--- config.mk ---
export PLATFORM = sky130hd
export DESIGN_NAME = mem_arbiter
export DESIGN_NICKNAME = d
export VERILOG_FILES = /design/src/rtl/cpu_types_pkg.sv /design/src/rtl/mem_arb_streak.sv /design/src/rtl/mem_arbiter.sv
export SDC_FILE = /design/constraint.sdc
export NUM_CORES = 1
export LEC_CHECK = 0
export CAP_MARGIN = 20
export CORE_AREA = 3 3 103 105
export DETAILED_ROUTE_END_ITERATION = 6
export DIE_AREA = 0 0 106 108
export SLEW_MARGIN = 15
export SYNTH_ARGS = -nofsm -noshare
export SYNTH_HDL_FRONTEND = slang
export SYNTH_SLANG_ARGS = --single-unit
--- constraint.sdc ---
create_clock -name CLK -period 4.4 [get_ports CLK]
set_input_delay 0.44 -clock CLK [delete_from_list [all_inputs] [get_ports CLK]]
set_output_delay 0.44 -clock CLK [all_outputs]
set_load 0.02 [all_outputs]
--- src/rtl/cpu_types_pkg.sv ---
//============================================================================
// cpu_types_pkg : shared RAM-handshake and arbiter state types -- rev 1.0
//============================================================================
`default_nettype none

package cpu_types_pkg;

  typedef enum logic [1:0] {
    FREE   = 2'd0,
    BUSY   = 2'd1,
    ACCESS = 2'd2,
    ERROR  = 2'd3
  } ramstate_t;

  typedef enum logic [1:0] {
    IDLE = 2'd0,
    IGNT = 2'd1,
    DGNT = 2'd2,
    DBST = 2'd3
  } arb_state_t;

endpackage

`default_nettype wire

--- src/rtl/mem_arb_streak.sv ---
//============================================================================
// mem_arb_streak : saturating count of data grants won over a waiting I$ -- rev 1.0
//============================================================================
`default_nettype none

module mem_arb_streak #(
  parameter int MAX_D_STREAK = 4,
  parameter int CNT_W        = $clog2(MAX_D_STREAK + 1)
) (
  input  logic             clk_i,
  input  logic             rst_i,
  input  logic             inc_i,
  input  logic             clr_i,
  output logic             sat_o,
  output logic [CNT_W-1:0] cnt_o
);

  localparam logic [CNT_W-1:0] C_MAX = CNT_W'(MAX_D_STREAK);

  logic [CNT_W-1:0] cnt_q;

  always_ff @(posedge clk_i) begin
    if (rst_i) begin
      cnt_q <= '0;
    end else if (clr_i) begin
      cnt_q <= '0;
    end else if (inc_i && (cnt_q != C_MAX)) begin
      cnt_q <= cnt_q + CNT_W'(1);
    end
  end

  assign sat_o = (cnt_q == C_MAX);
  assign cnt_o = cnt_q;

endmodule

`default_nettype wire

--- src/rtl/mem_arbiter.sv ---
//============================================================================
// mem_arbiter : I$/D$ single-port RAM arbiter, D$ priority, burst lock -- rev 1.0
//============================================================================
`default_nettype none

module mem_arbiter
  import cpu_types_pkg::*;
#(
  parameter int MAX_D_STREAK = 4
) (
  input  logic        CLK,
  input  logic        RST,
  input  logic        iREN,
  input  logic [31:0] iaddr,
  output logic        iwait,
  output logic [31:0] iload,
  input  logic        dREN,
  input  logic        dWEN,
  input  logic [31:0] daddr,
  input  logic [31:0] dstore,
  output logic        dwait,
  output logic [31:0] dload,
  output logic        ramREN,
  output logic        ramWEN,
  output logic [31:0] ramaddr,
  output logic [31:0] ramstore,
  input  logic [31:0] ramload,
  input  ramstate_t   ramstate
);

  localparam int SW = $clog2(MAX_D_STREAK + 1);

  arb_state_t    state_q, state_d;
  logic          streak_inc, streak_clr, streak_sat;
  logic [SW-1:0] streak_cnt;
  logic          dreq, access, starve;

  assign dreq   = dREN | dWEN;
  assign access = (ramstate == ACCESS);
  assign starve = iREN & streak_sat;

  mem_arb_streak #(
    .MAX_D_STREAK (MAX_D_STREAK),
    .CNT_W        (SW)
  ) u_streak (
    .clk_i (CLK),
    .rst_i (RST),
    .inc_i (streak_inc),
    .clr_i (streak_clr),
    .sat_o (streak_sat),
    .cnt_o (streak_cnt)
  );

  always_comb begin
    state_d    = state_q;
    ramREN     = 1'b0;
    ramWEN     = 1'b0;
    ramaddr    = '0;
    ramstore   = '0;
    iwait      = 1'b1;
    dwait      = 1'b1;
    streak_inc = 1'b0;
    streak_clr = 1'b0;
    case (state_q)
      IDLE: begin
        if (dreq && !starve) begin
          state_d = DGNT;
        end else if (iREN) begin
          state_d = IGNT;
        end
      end
      IGNT: begin
        ramREN  = 1'b1;
        ramaddr = iaddr;
        if (!iREN) begin
          state_d = IDLE;
        end else if (access) begin
          iwait      = 1'b0;
          streak_clr = 1'b1;
          state_d    = IDLE;
        end
      end
      DGNT, DBST: begin
        ramWEN   = dWEN;
        ramREN   = dREN & ~dWEN;
        ramaddr  = daddr;
        ramstore = dstore;
        if (!dreq) begin
          state_d = IDLE;
        end else if (access) begin
          dwait = 1'b0;
          // Only the first word of a block counts toward the streak; the
          // even-word address locks the odd word in right behind it.
          if (state_q == DGNT) begin
            streak_inc = iREN;
            streak_clr = ~iREN;
            state_d    = daddr[2] ? IDLE : DBST;
          end else begin
            state_d = IDLE;
          end
        end
      end
      default: state_d = IDLE;
    endcase
  end

  always_ff @(posedge CLK) begin
    if (RST) begin
      state_q <= IDLE;
    end else begin
      state_q <= state_d;
    end
  end

  assign iload = ramload;
  assign dload = ramload;

endmodule

`default_nettype wire

Yosys cells after proc, flatten, opt, wreduce, memory -nomap -nowiden
Cells that the tools add are included.
- register bits: 5
- input port bits: 135
- word-level logic and storage cells: 52
- $add $sub $neg: 1
- eq/ne operators: 9
- muxes and demuxes: 28
- bitwise gates (word level): 5
- reduce and logical (&&, ||, !) cells: 7
- operators by type and width (kind ; count):
    case mux 32 bit (2 select lines) ; 1
    two-way mux 32 bit ; 1
    two-way mux 2 bit ; 8
    two-way mux 1 bit ; 15
    != test 3 bit, second input constant ; 4
    == test 2 bit, second input constant ; 3
    case mux 2 bit (3 select lines) ; 1
    case mux 1 bit (2 select lines) ; 2
    OR reduction 2 bit ; 2
    adder 3 x 1 -> 3 bit, second input constant ; 1
    == test 3 bit, second input constant ; 1
    AND reduction 3 bit ; 1
    AND 1 bit ; 2
    == test 2 x 1 -> 1 bit, second input constant ; 1
    logical AND 1 bit ; 2
    logical NOT 2 bit ; 1
    NOT 1 bit ; 2
    logical NOT 1 bit ; 1
    OR 1 bit ; 1

Longest topological paths before layout
- word-level depth: 6
- gate-level depth with buffers: 6
- gate-level depth less buffers: 6

Hierarchy
From an unflattened synthesis, not the netlist that was laid out.
- cell total of the unflattened synthesis: 191
- area total of the unflattened synthesis: 1457.6 um2
- modules (own cells, without submodules) (module ; instances ; cells each ; area an instance (um2) ; sequential area each (um2)):
    mem_arbiter ; 1 ; 173 ; 1270.0 ; 40.0
    mem_arb_streak ; 1 ; 18 ; 187.7 ; 60.1

Worst setup path after synthesis
OpenSTA, ideal clock, no wires.
- path type: register to output
- start point: register state_q[1]
- end point: output port ramREN
- arrival time: 1.207 ns
- data required time: 3.960 ns
- slack: 2.753 ns
- stages on the path, launching flop included: 5
- cells stage by stage: dfxtp_1 buf_2 clkbuf_1 nand2_1 o21bai_1
- word-level cells in the longest chain between the ends: 3
- RTL lines (what ; RTL line ; RTL):
    from (decl) ; mem_arbiter.sv:33 ; arb_state_t state_q, state_d;
    from (signal assigned) ; mem_arbiter.sv:111 ; state_q <= state_d;
    == test 2 bit ; mem_arbiter.sv:64 ; case (state_q)
    OR reduction 2 bit ; mem_arbiter.sv:64 ;
    case mux 1 bit (2 select lines) (*) ; mem_arbiter.sv:64 ;
    to (decl) ; mem_arbiter.sv:23 ; output logic ramREN,
Every way passes the cells marked *; elsewhere a longest branch is shown, timed or not.

Final worst setup path
- start point: register state_q[0]
- end point: output port ramaddr[10]
- word-level cells in the longest chain between the ends: 3
- RTL lines (what ; RTL line ; RTL):
    == test 2 bit ; mem_arbiter.sv:64 ;
    OR reduction 2 bit ; mem_arbiter.sv:64 ;
    case mux 32 bit (2 select lines) (*) ; mem_arbiter.sv:64 ;
    to (decl) ; mem_arbiter.sv:25 ; output logic [31:0] ramaddr,
Marks and branches as above.

==> results.toml <==
[detailed_routing]
drt-initial-drc-count = 83
via_count = 1641
detail-route-antenna-nets = 0
wl_per_cell_um = 14.5
drt_wl_total_um = 6090
first_pass_iters = 3
drc = 0
vias_per_cell = 3.92

[floorplan]
die_w_um = 106
ios = 267
die_area_mm2 = 0.0114
rows = 36
core-area_mm2 = 0.00973
die_h_um = 108
initial_core_util = 0.146

[pwr]
internal_power_uw = 319
net-switching-power_uw = 185
p_leak_uw = 0.00101
seqPwrFrac = 0.103
swShare = 0.367
p_per_area_mw_per_mm2 = 179
vdd_drop_max_mv = 0.0725
p_clk_frac = 0.171
pwr-share-comb = 0.727

[cts]
cts_tree = "done"
cts-resized-gates = 0
cts_root_buffer = "clkbuf_8"
cts_hold_buf = 0
clk_pin_slew_ns = 0.04
cts.sinks = 5
numCtsBuffers = 3
clockBufferDepth = 2
ctsHtreeMaxLevel = 1
post-cts-setup-buffers = 0
clk_latency_ns = 0.23

[job]
max-cap-violations = 0

[timing]
hold_viol_final = 0
slew_violations = 0
fmax_mhz = 358
worst_slack_ns = 1.61
setup-violations-final = 0
slew_headroom = 0.560
tns_ns = 0
worst_pin_slew_ns = 0.659
finClkSkew_ns = 0.00296
finalCritPeriodShare = 0.635
min_period_ns = 2.79
rsz0062_at_grt = "false"

[logic_synthesis]
yosys-top-cells-area = "buf_4, a22o_1, and2_1"
yosysWarnings = 0
synth_cell_types = 32
ys_ff_latch = 5
syn_area_mm2 = 0.00142
syn_nets = 324
synth_top_area_cell = "buf_4"
yosysTopAreaCellShare = 0.338
netlist_instances = 187
avgSynthCellArea_um2 = 7.61
ys_seq_area_frac = 0.0704

[placement]
pre_cts_ws_ns = 1.82
portBuffers = 170
dpl.hpwl_um = 5010
place.gp.congestion = 0.687

[outcome]
status = "finished clean"

[final_layout]
multi_input_area_um2 = 774
area_growth_pct = 97.6
diodes = 0
drive_gt1_frac = 0.0455
fin_nets = 424
num-fill-cells = 1057
regArea_um2 = 101

[worst_setup_path]
path_cells = "nor2b_2 > buf_4 > a22o_1 > clkdlybuf4s50_1"
worstPathArrival_ns = 2.35
critical-path-max-stage-delay_ns = 0.61
worstSetupEndpointType = "output pin"
crit_slowest_cell = "clkdlybuf4s50_1"
startpoint_type = "flop"
crit_buf_inv = 2
cp_max_fo = 28
required_ns = 3.96
crit_type = "reg2out"
cp_top_family = "buffers and inverters"

[worst_hold_path]
holdCritPathClass = "reg2reg"

[global_route]
grt_pass1_vias = 1561
antenna_found_initial = 0
grt_pass1_wl_um = 8590
track_usage = 0.0925
grt_max_degree = 77
grt_overflow = 0
-- power groups by stage --
stage                     combinational (uW)  sequential, uW  clock (uW)
final                                    366            51.7        86.2
after global placement                   368            52.2           0
after floorplan                          244            49.9           0
after CTS                                372            51.7        88.6
after global routing                     387            52.2        90.9
after detailed placement                 370            52.4           0
-- path summary, 6_finish.rpt --
path	from	to	slack, ns	cells past startpoint
worst min-delay path	u_streak.cnt_o[1]	u_streak.cnt_o[1]	0.55	2
worst max-delay path	state_q[0]	ramaddr[10]	1.61	4
worst min register to register	u_streak.cnt_o[1]	u_streak.cnt_o[1]	0.55	2
worst max register to register	state_q[1]	u_streak.cnt_o[1]	2.53	5
-- worst reg2reg max path: cells and delay by family, from the launching register on --
family	cells	cell delay, ns
mux	1	0.23
buf+inv	1	0.52
flops	1	0.32
compound gates	2	0.63
simple gates	1	0.06
-- Yosys cell counts (all sizes together) --
| master | number |
|---|---|
| a21oi | 3 |
| o21ai | 3 |
| nor2 | 3 |
| o31ai | 1 |
| o21bai | 1 |
| xnor2 | 1 |
| nand3 | 3 |
| nor2b | 3 |
| nor4 | 2 |
| a21bo | 1 |
| nand2 | 2 |
| nand2b | 1 |
| dfxtp | 5 |
| ha | 2 |
| a311oi | 1 |
| a211oi | 1 |
| and2 | 35 |
| a2111oi | 2 |
| xor2 | 1 |
| inv | 2 |
| or2 | 1 |
| buf | 70 |
| a22o | 32 |
| a31oi | 1 |
| mux2i | 1 |
| clkbuf | 7 |
| nand3b | 2 |
-- registers in the layout, summed over array words and instances (netlist names) --
name	count
u_streak.cnt_o	3
state_q	2
-- metal layers --
metal	track usage	up-vias	routed length, um
met5	0	-	0
met4	0.0426	0	157
met3	0.0257	29	545
met2	0.155	92	2990
met1	0.110	738	2400
li1	-	782	-
-- cells by family (layout without fill, tap and decap cells) --
kind of cell / count (synthesis) / after routing / synth area share
fa+ha+maj: 2 / 2 / 0.0176
xor+xnor: 2 / 2 / 0.0123
simple gates: 52 / 52 / 0.222
flops: 5 / 5 / 0.0704
compound gates: 46 / 46 / 0.284
buf+inv: 79 / 178 / 0.387
mux: 1 / 1 / 0.00704
-- stage by stage --
step,total power [uW],hold WS (ns),utilization,std cells,instance area [um2]
detailed placement,422,0.553,0.284,415,2770
CTS,512,0.557,0.289,419,2810
global route,530,0.586,0.289,419,2810
floorplan,294,0.509,-,187,1420
global placement,420,0.534,0.284,415,2770
finish,504,0.552,0.289,419,2810
-- final cells by class --
| class | count | share of cell area |
|---|---|---|
| clock buffers | 4 | 0.0160 |
| inverters | 2 | 0.00267 |
| multi-input cells | 103 | 0.275 |
| flip-flops and latches | 5 | 0.0360 |
| well taps | 133 | 0.0592 |
| repair buffers | 172 | 0.611 |
-- placed cells by master, fill, tap and decap left out --
master / count
inv_1: 2
o31ai_1: 1
mux2i_1: 1
nand3_1: 3
clkbuf_8: 3
a21oi_1: 3
a2111oi_2: 1
clkbuf_1: 1
buf_4: 2
nand3b_1: 1
and2_1: 35
nor2b_1: 2
nor4_1: 2
xnor2_1: 1
o21bai_1: 1
a31oi_1: 1
nor2_1: 3
xor2_1: 1
a21bo_2: 1
nor2b_2: 1
nand2b_1: 1
o21ai_0: 2
or2_2: 1
nand2_1: 2
clkdlybuf4s50_1: 170
ha_1: 2
nand3b_2: 1
a2111oi_4: 1
a311oi_1: 1
o21ai_2: 1
dfxtp_1: 4
a211oi_1: 1
a22o_1: 32
dfxtp_2: 1
No activity file was read; power rests on OpenSTA's default activity.
